[config.mk]
export PLATFORM = sky130hd
export DESIGN_NAME = uart_rx_param
export DESIGN_NICKNAME = d
export VERILOG_FILES = /design/src/rtl/uart_pkg.sv /design/src/rtl/uart_sync2.sv /design/src/rtl/uart_rx_param.sv
export SDC_FILE = /design/constraint.sdc
export NUM_CORES = 1
export LEC_CHECK = 0
export CORE_UTILIZATION = 55
export CTS_CLUSTER_SIZE = 16
export DETAILED_ROUTE_END_ITERATION = 16
export GPL_ROUTABILITY_DRIVEN = 0
export GPL_TIMING_DRIVEN = 0
export PLACE_DENSITY = 0.81
export SYNTH_ARGS = -nofsm -noshare
export SYNTH_HDL_FRONTEND = slang
export SYNTH_SLANG_ARGS = --single-unit
[constraint.sdc]
create_clock -name clk -period 2.1 [get_ports clk]
set_input_delay 0.42 -clock clk [delete_from_list [all_inputs] [get_ports clk]]
set_output_delay 0.42 -clock clk [all_outputs]
set_load 0.02 [all_outputs]
[src/rtl/uart_pkg.sv]
// Shared UART definitions: state encoding, parity modes and width helpers
// used by both the receiver and the transmitter.
package uart_pkg;

  localparam logic [2:0] IDLE     = 3'd0;
  localparam logic [2:0] START    = 3'd1;
  localparam logic [2:0] DATA     = 3'd2;
  localparam logic [2:0] PAR      = 3'd3;
  localparam logic [2:0] STOP     = 3'd4;
  localparam logic [2:0] BRK_WAIT = 3'd5;

  typedef enum logic [2:0] {
    S_IDLE     = IDLE,
    S_START    = START,
    S_DATA     = DATA,
    S_PAR      = PAR,
    S_STOP     = STOP,
    S_BRK_WAIT = BRK_WAIT
  } rx_state_e;

  localparam int PAR_NONE = 0;
  localparam int PAR_ODD  = 1;
  localparam int PAR_EVEN = 2;

  function automatic int cnt_w(input int n);
    return (n <= 2) ? 1 : $clog2(n);
  endfunction

endpackage

[src/rtl/uart_sync2.sv]
// Two-flop synchroniser for an asynchronous input, with a
// configurable reset value.
module uart_sync2 #(
  parameter logic RST_VAL = 1'b1
) (
  input  logic clk,
  input  logic rst,
  input  logic d,
  output logic q
);

  logic meta_q;
  logic sync_q;

  always_ff @(posedge clk) begin
    if (!rst) begin
      meta_q <= RST_VAL;
      sync_q <= RST_VAL;
    end else begin
      meta_q <= d;
      sync_q <= meta_q;
    end
  end

  assign q = sync_q;

endmodule

[src/rtl/uart_rx_param.sv]
// Parametrised UART receiver: mid-bit sampling, optional parity,
// 1-2 stop bits and a one-entry valid/ready holding register.
module uart_rx_param
  import uart_pkg::*;
#(
  parameter int DATA_BITS  = 8,
  parameter int PARITY     = 0,
  parameter int STOP_BITS  = 1,
  parameter int OVERSAMPLE = 16
) (
  input  logic                 clk,
  input  logic                 rst,
  input  logic                 os_tick,
  input  logic                 rx,
  output logic [DATA_BITS-1:0] rx_data,
  output logic                 rx_valid,
  input  logic                 rx_ready,
  output logic                 parity_err,
  output logic                 frame_err,
  output logic                 overrun,
  output logic                 busy
);

  localparam int SW = cnt_w(OVERSAMPLE);
  localparam int BW = cnt_w(DATA_BITS + 1);
  localparam logic [SW-1:0] CNT_LAST = SW'(OVERSAMPLE - 1);
  localparam logic [SW-1:0] CNT_MID  = SW'(OVERSAMPLE / 2 - 1);
  localparam logic [SW-1:0] CNT_ONE  = SW'(1);
  localparam logic [BW-1:0] BIT_LAST = BW'(DATA_BITS - 1);
  localparam logic [BW-1:0] STP_LAST = BW'(STOP_BITS - 1);
  localparam logic [BW-1:0] BIT_ONE  = BW'(1);
  localparam logic PAR_EXP = (PARITY == PAR_ODD);

  logic rx_s;

  rx_state_e            state_q, state_d;
  logic [SW-1:0]        cnt_q, cnt_d, cnt_nx;
  logic [BW-1:0]        bit_q, bit_d;
  logic [DATA_BITS-1:0] shift_q, shift_d;
  logic                 fperr_q, fperr_d;
  logic                 fferr_q, fferr_d;
  logic [DATA_BITS-1:0] data_q, data_d;
  logic                 valid_q, valid_d;
  logic                 perr_q, perr_d;
  logic                 ferr_q, ferr_d;
  logic                 ovr_q, ovr_d;
  logic                 tick_end;
  logic                 commit;

  uart_sync2 #(.RST_VAL(1'b1)) u_sync (
    .clk (clk),
    .rst (rst),
    .d   (rx),
    .q   (rx_s)
  );

  always_comb begin
    state_d  = state_q;
    cnt_d    = cnt_q;
    bit_d    = bit_q;
    shift_d  = shift_q;
    fperr_d  = fperr_q;
    fferr_d  = fferr_q;
    data_d   = data_q;
    valid_d  = valid_q;
    perr_d   = perr_q;
    ferr_d   = ferr_q;
    ovr_d    = 1'b0;
    commit   = 1'b0;
    cnt_nx   = (cnt_q == CNT_LAST) ? '0 : cnt_q + CNT_ONE;
    tick_end = os_tick && (cnt_q == CNT_LAST);

    if (valid_q && rx_ready) valid_d = 1'b0;

    unique case (state_q)
      S_IDLE: begin
        if (!rx_s) begin
          state_d = S_START;
          cnt_d   = '0;
        end
      end
      S_START: begin
        if (os_tick) begin
          if (cnt_q == CNT_MID) begin
            cnt_d   = '0;
            bit_d   = '0;
            fperr_d = 1'b0;
            fferr_d = 1'b0;
            state_d = rx_s ? S_IDLE : S_DATA;
          end else begin
            cnt_d = cnt_nx;
          end
        end
      end
      S_DATA: begin
        if (os_tick) cnt_d = cnt_nx;
        if (tick_end) begin
          shift_d = {rx_s, shift_q[DATA_BITS-1:1]};
          bit_d   = bit_q + BIT_ONE;
          if (bit_q == BIT_LAST) begin
            bit_d   = '0;
            state_d = (PARITY != PAR_NONE) ? S_PAR : S_STOP;
          end
        end
      end
      S_PAR: begin
        if (os_tick) cnt_d = cnt_nx;
        if (tick_end) begin
          fperr_d = ((^shift_q) ^ rx_s) != PAR_EXP;
          state_d = S_STOP;
        end
      end
      S_STOP: begin
        if (os_tick) cnt_d = cnt_nx;
        if (tick_end) begin
          if (!rx_s) fferr_d = 1'b1;
          bit_d = bit_q + BIT_ONE;
          if (bit_q == STP_LAST) begin
            commit  = 1'b1;
            bit_d   = '0;
            state_d = rx_s ? S_IDLE : S_BRK_WAIT;
          end
        end
      end
      S_BRK_WAIT: begin
        if (rx_s) state_d = S_IDLE;
      end
      default: state_d = S_IDLE;
    endcase

    // An accept in the same cycle frees the slot for the new word.
    if (commit) begin
      if (!valid_q || rx_ready) begin
        data_d  = shift_q;
        perr_d  = fperr_d;
        ferr_d  = fferr_d;
        valid_d = 1'b1;
      end else begin
        ovr_d = 1'b1;
      end
    end
  end

  always_ff @(posedge clk) begin
    if (!rst) begin
      state_q <= S_IDLE;
      cnt_q   <= '0;
      bit_q   <= '0;
      shift_q <= '0;
      fperr_q <= 1'b0;
      fferr_q <= 1'b0;
      data_q  <= '0;
      valid_q <= 1'b0;
      perr_q  <= 1'b0;
      ferr_q  <= 1'b0;
      ovr_q   <= 1'b0;
    end else begin
      state_q <= state_d;
      cnt_q   <= cnt_d;
      bit_q   <= bit_d;
      shift_q <= shift_d;
      fperr_q <= fperr_d;
      fferr_q <= fferr_d;
      data_q  <= data_d;
      valid_q <= valid_d;
      perr_q  <= perr_d;
      ferr_q  <= ferr_d;
      ovr_q   <= ovr_d;
    end
  end

  assign rx_data    = data_q;
  assign rx_valid   = valid_q;
  assign parity_err = perr_q;
  assign frame_err  = ferr_q;
  assign overrun    = ovr_q;
  assign busy       = (state_q != S_IDLE);

endmodule

==> flow_summary.yaml <==
sta:
  finalCritPeriodShare: 0.9433
  finalCriticalPeriod_ns: 1.981
  rsz0062_at_grt: "false"
  finClkSkew_ns: 0.006854
  fmax_mhz: 504.8
  slew_headroom: 0.6815
  hold_violations: 0
  worst_slack_ns: 0.1192
  worst_pin_slew_ns: 0.4777
  whs_ns: 0.4245
  finalSetupViolations: 0
  slew_violations: 0
power:
  p_leak_nw: 0.7623
  ir_worst_vdd_v: 0.0003593
  p_per_area_nw_per_um2: 508.7
route:
  first_iter_violations: 68
  route.met3.wl_microns: 186
  met1_length_microns: 1798
  vias_per_cell: 5.620
  drc: 0
  ant_nets: 0
  wl_microns: 3756
  dr_wl_met2_microns: 1716
  avgRoutedWirePerCell_microns: 13.86
  routed.top_layer: "met4"
  drt_first_pass_iters: 4
  vias: 1523
global_routing:
  grt_max_degree: 11
  grt_overflow: 0
  grt_pass1_wl_microns: 6223
  grt.total_usage: 0.2350
  grt_pass1_vias: 1403
  antenna_found_initial: 0
clocking:
  cts.hold.buffers_added: 0
  cts_buffers: 5
  cts.sinks: 35
  cts_buffer_depth: 2
  ctsResizeCount: 2
  clk_pin_slew_worst_paths_ns: 0.10
  cts-root-buf: "clkbuf_4"
  htree_levels: 2
  tritoncts: "done"
  cts_setup_buffers: 0
  clk_latency_ns: 0.35
die:
  dieArea_sq_um: 3603
  ios: 18
  core_area_sq_um: 3128
  fp.dieW_microns: 60.03
  start_util: 0.5920
  die_y_microns: 60.03
  fp-row-count: 20
final_layout:
  syn_to_final_growth_pct: 14.93
  final_cell_mix: "dfxtp_1 (35), nand2_1 (20), clkdlybuf4s50_1 (16), nor2b_1 (14), o21ai_1 (14)"
  finalNetCount: 234
  finish.utilization: 0.6804
  layout.cells.most_common: "dfxtp_1"
  fill_cells: 268
  antenna_cells: 0
  drive_above_1_share: 0.08811
  final_cells: 271
synth:
  synthArstFlopShare: 0
  synth.avg_cell_area_sq_um: 9.167
  yosysUniqueCellTypes: 52
  ys_seq_area_frac: 0.3784
  synth-main-ff-cell: "dfxtp_1"
  ys_seq_elements: 35
  synth_edf_count: 0
  synth_cells: 202
  syn_area_sq_um: 1852
  syn_nets: 210
  synth_warnings: 0
worst_setup_path:
  arrival_ns: 2.23
  cp.required_ns: 2.35
  crit_type: "reg2reg"
  startpoint_type: "register"
  crit_path_end_kind: "register"
  path_max_fanout: 6
min_path:
  hp-class: "reg2reg"
status:
  status: "completed"
placed_design:
  placed_cells_incl_taps: 263
  portBuffers: 17
  pre_cts_ws_ns: -0.2003
  hpwl_microns: 2732
run:
  drv_cap: 0
==> logic make-up after synthesis <==
kind of cell | count (synthesis) | synth area share
buf+inv | 20 | 0.05608
flops | 35 | 0.3784
mux | 12 | 0.06487
fa+ha+maj | 3 | 0.02027
simple gates | 71 | 0.2209
xor+xnor | 10 | 0.05473
compound gates | 51 | 0.2047
==> state kept, by name (all words and copies together), names as in the netlist <==
name / cells
parity_err: 1
cnt_q: 4
fperr_q: 1
frame_err: 1
overrun: 1
state_q: 3
rx_valid: 1
rx_data: 8
shift_q: 8
u_sync.meta_q: 1
bit_q: 4
fferr_q: 1
u_sync.q: 1
==> per-layer routing <==
metal | up-vias | track usage
li1 | 764 | -
met1 | 708 | 0.2968
met2 | 42 | 0.3683
met3 | 9 | 0.08658
met4 | 0 | 0.07973
met5 | - | 0
==> report_power, final <==
| group | total (mW) | internal (mW) | leakage, nW | switching, mW |
|---|---|---|---|---|
| Sequential | 0.671 | 0.668 | 0.282 | 0.00327 |
| Combinational | 0.0621 | 0.0285 | 0.451 | 0.0336 |
| Clock | 0.350 | 0.130 | 0.0293 | 0.219 |
==> cells in the mapped netlist, types with 2 or more instances <==
master    instances  area (sq um)
a21oi_1           2         10.01
nand2b_1          3         18.77
nand3_1           4         20.02
mux2i_1          12         120.1
nand2_1          20         75.07
o41ai_1           2         17.52
o211a_1           2         20.02
ha_1              3         37.54
buf_6             3         33.78
nor2_2            2         12.51
and2_1            3         18.77
o21ai_0           2         10.01
a31oi_1           2         12.51
buf_2             2         10.01
nor2_1            8         30.03
nor3_1            2         10.01
xnor2_1           5         43.79
clkbuf_1          7         26.28
nor2b_1          14         87.58
or3b_1            4         35.03
nor3b_1           2         15.01
dfxtp_1          35         700.7
and3_1            2         12.51
xor2_1            4         35.03
a21boi_1         11         82.58
inv_1             6         22.52
o211ai_1          2         15.01
o21ai_1          14         70.07
==> stage by stage <==
stage / cell area [sq um] / TNS [ns] / power, mW
final: 2128 / 0 / 1.083
after global placement: 2077 / -1.464 / 0.7459
after global routing: 2128 / 0 / 1.128
after floorplan: 1852 / 0 / 0.7258
after CTS: 2128 / 0 / 1.093
after detailed placement: 2077 / -1.761 / 0.7485
==> cell type report <==
class                      instances  area (sq um)  area share
buffer                            13         80.08     0.03762
timing repair buffer              17         168.9     0.07937
tap                               44         55.05     0.02587
sequential                        35         700.7      0.3292
multi-input combinational        147          1047      0.4921
inverter                           7         26.28     0.01235
clock inverter                     1         5.005    0.002352
clock buffer                       7         45.04     0.02116
==> final timing paths <==
check,start,endpoint,slack [ns],cells after the start
worst max-delay path,cnt_q[0]$_SDFFE_PN0P_,state_q[2]$_SDFFE_PN0P_,0.12,6
worst min-delay path,u_sync.meta_q$_SDFF_PN1_,u_sync.q$_SDFF_PN1_,0.42,1
worst max register to register,cnt_q[0]$_SDFFE_PN0P_,state_q[2]$_SDFFE_PN0P_,0.12,6
worst min register to register,u_sync.meta_q$_SDFF_PN1_,u_sync.q$_SDFF_PN1_,0.42,1
==> critical path: stages (launching register included) <==
cell      delay, ns
dfxtp_1        0.38
ha_1           0.28
nand4_1        0.32
o211ai_1       0.20
a31oi_1        0.14
or4_1          0.42
o211a_1        0.14
Note: power is estimated with default switching activity, not from simulation.
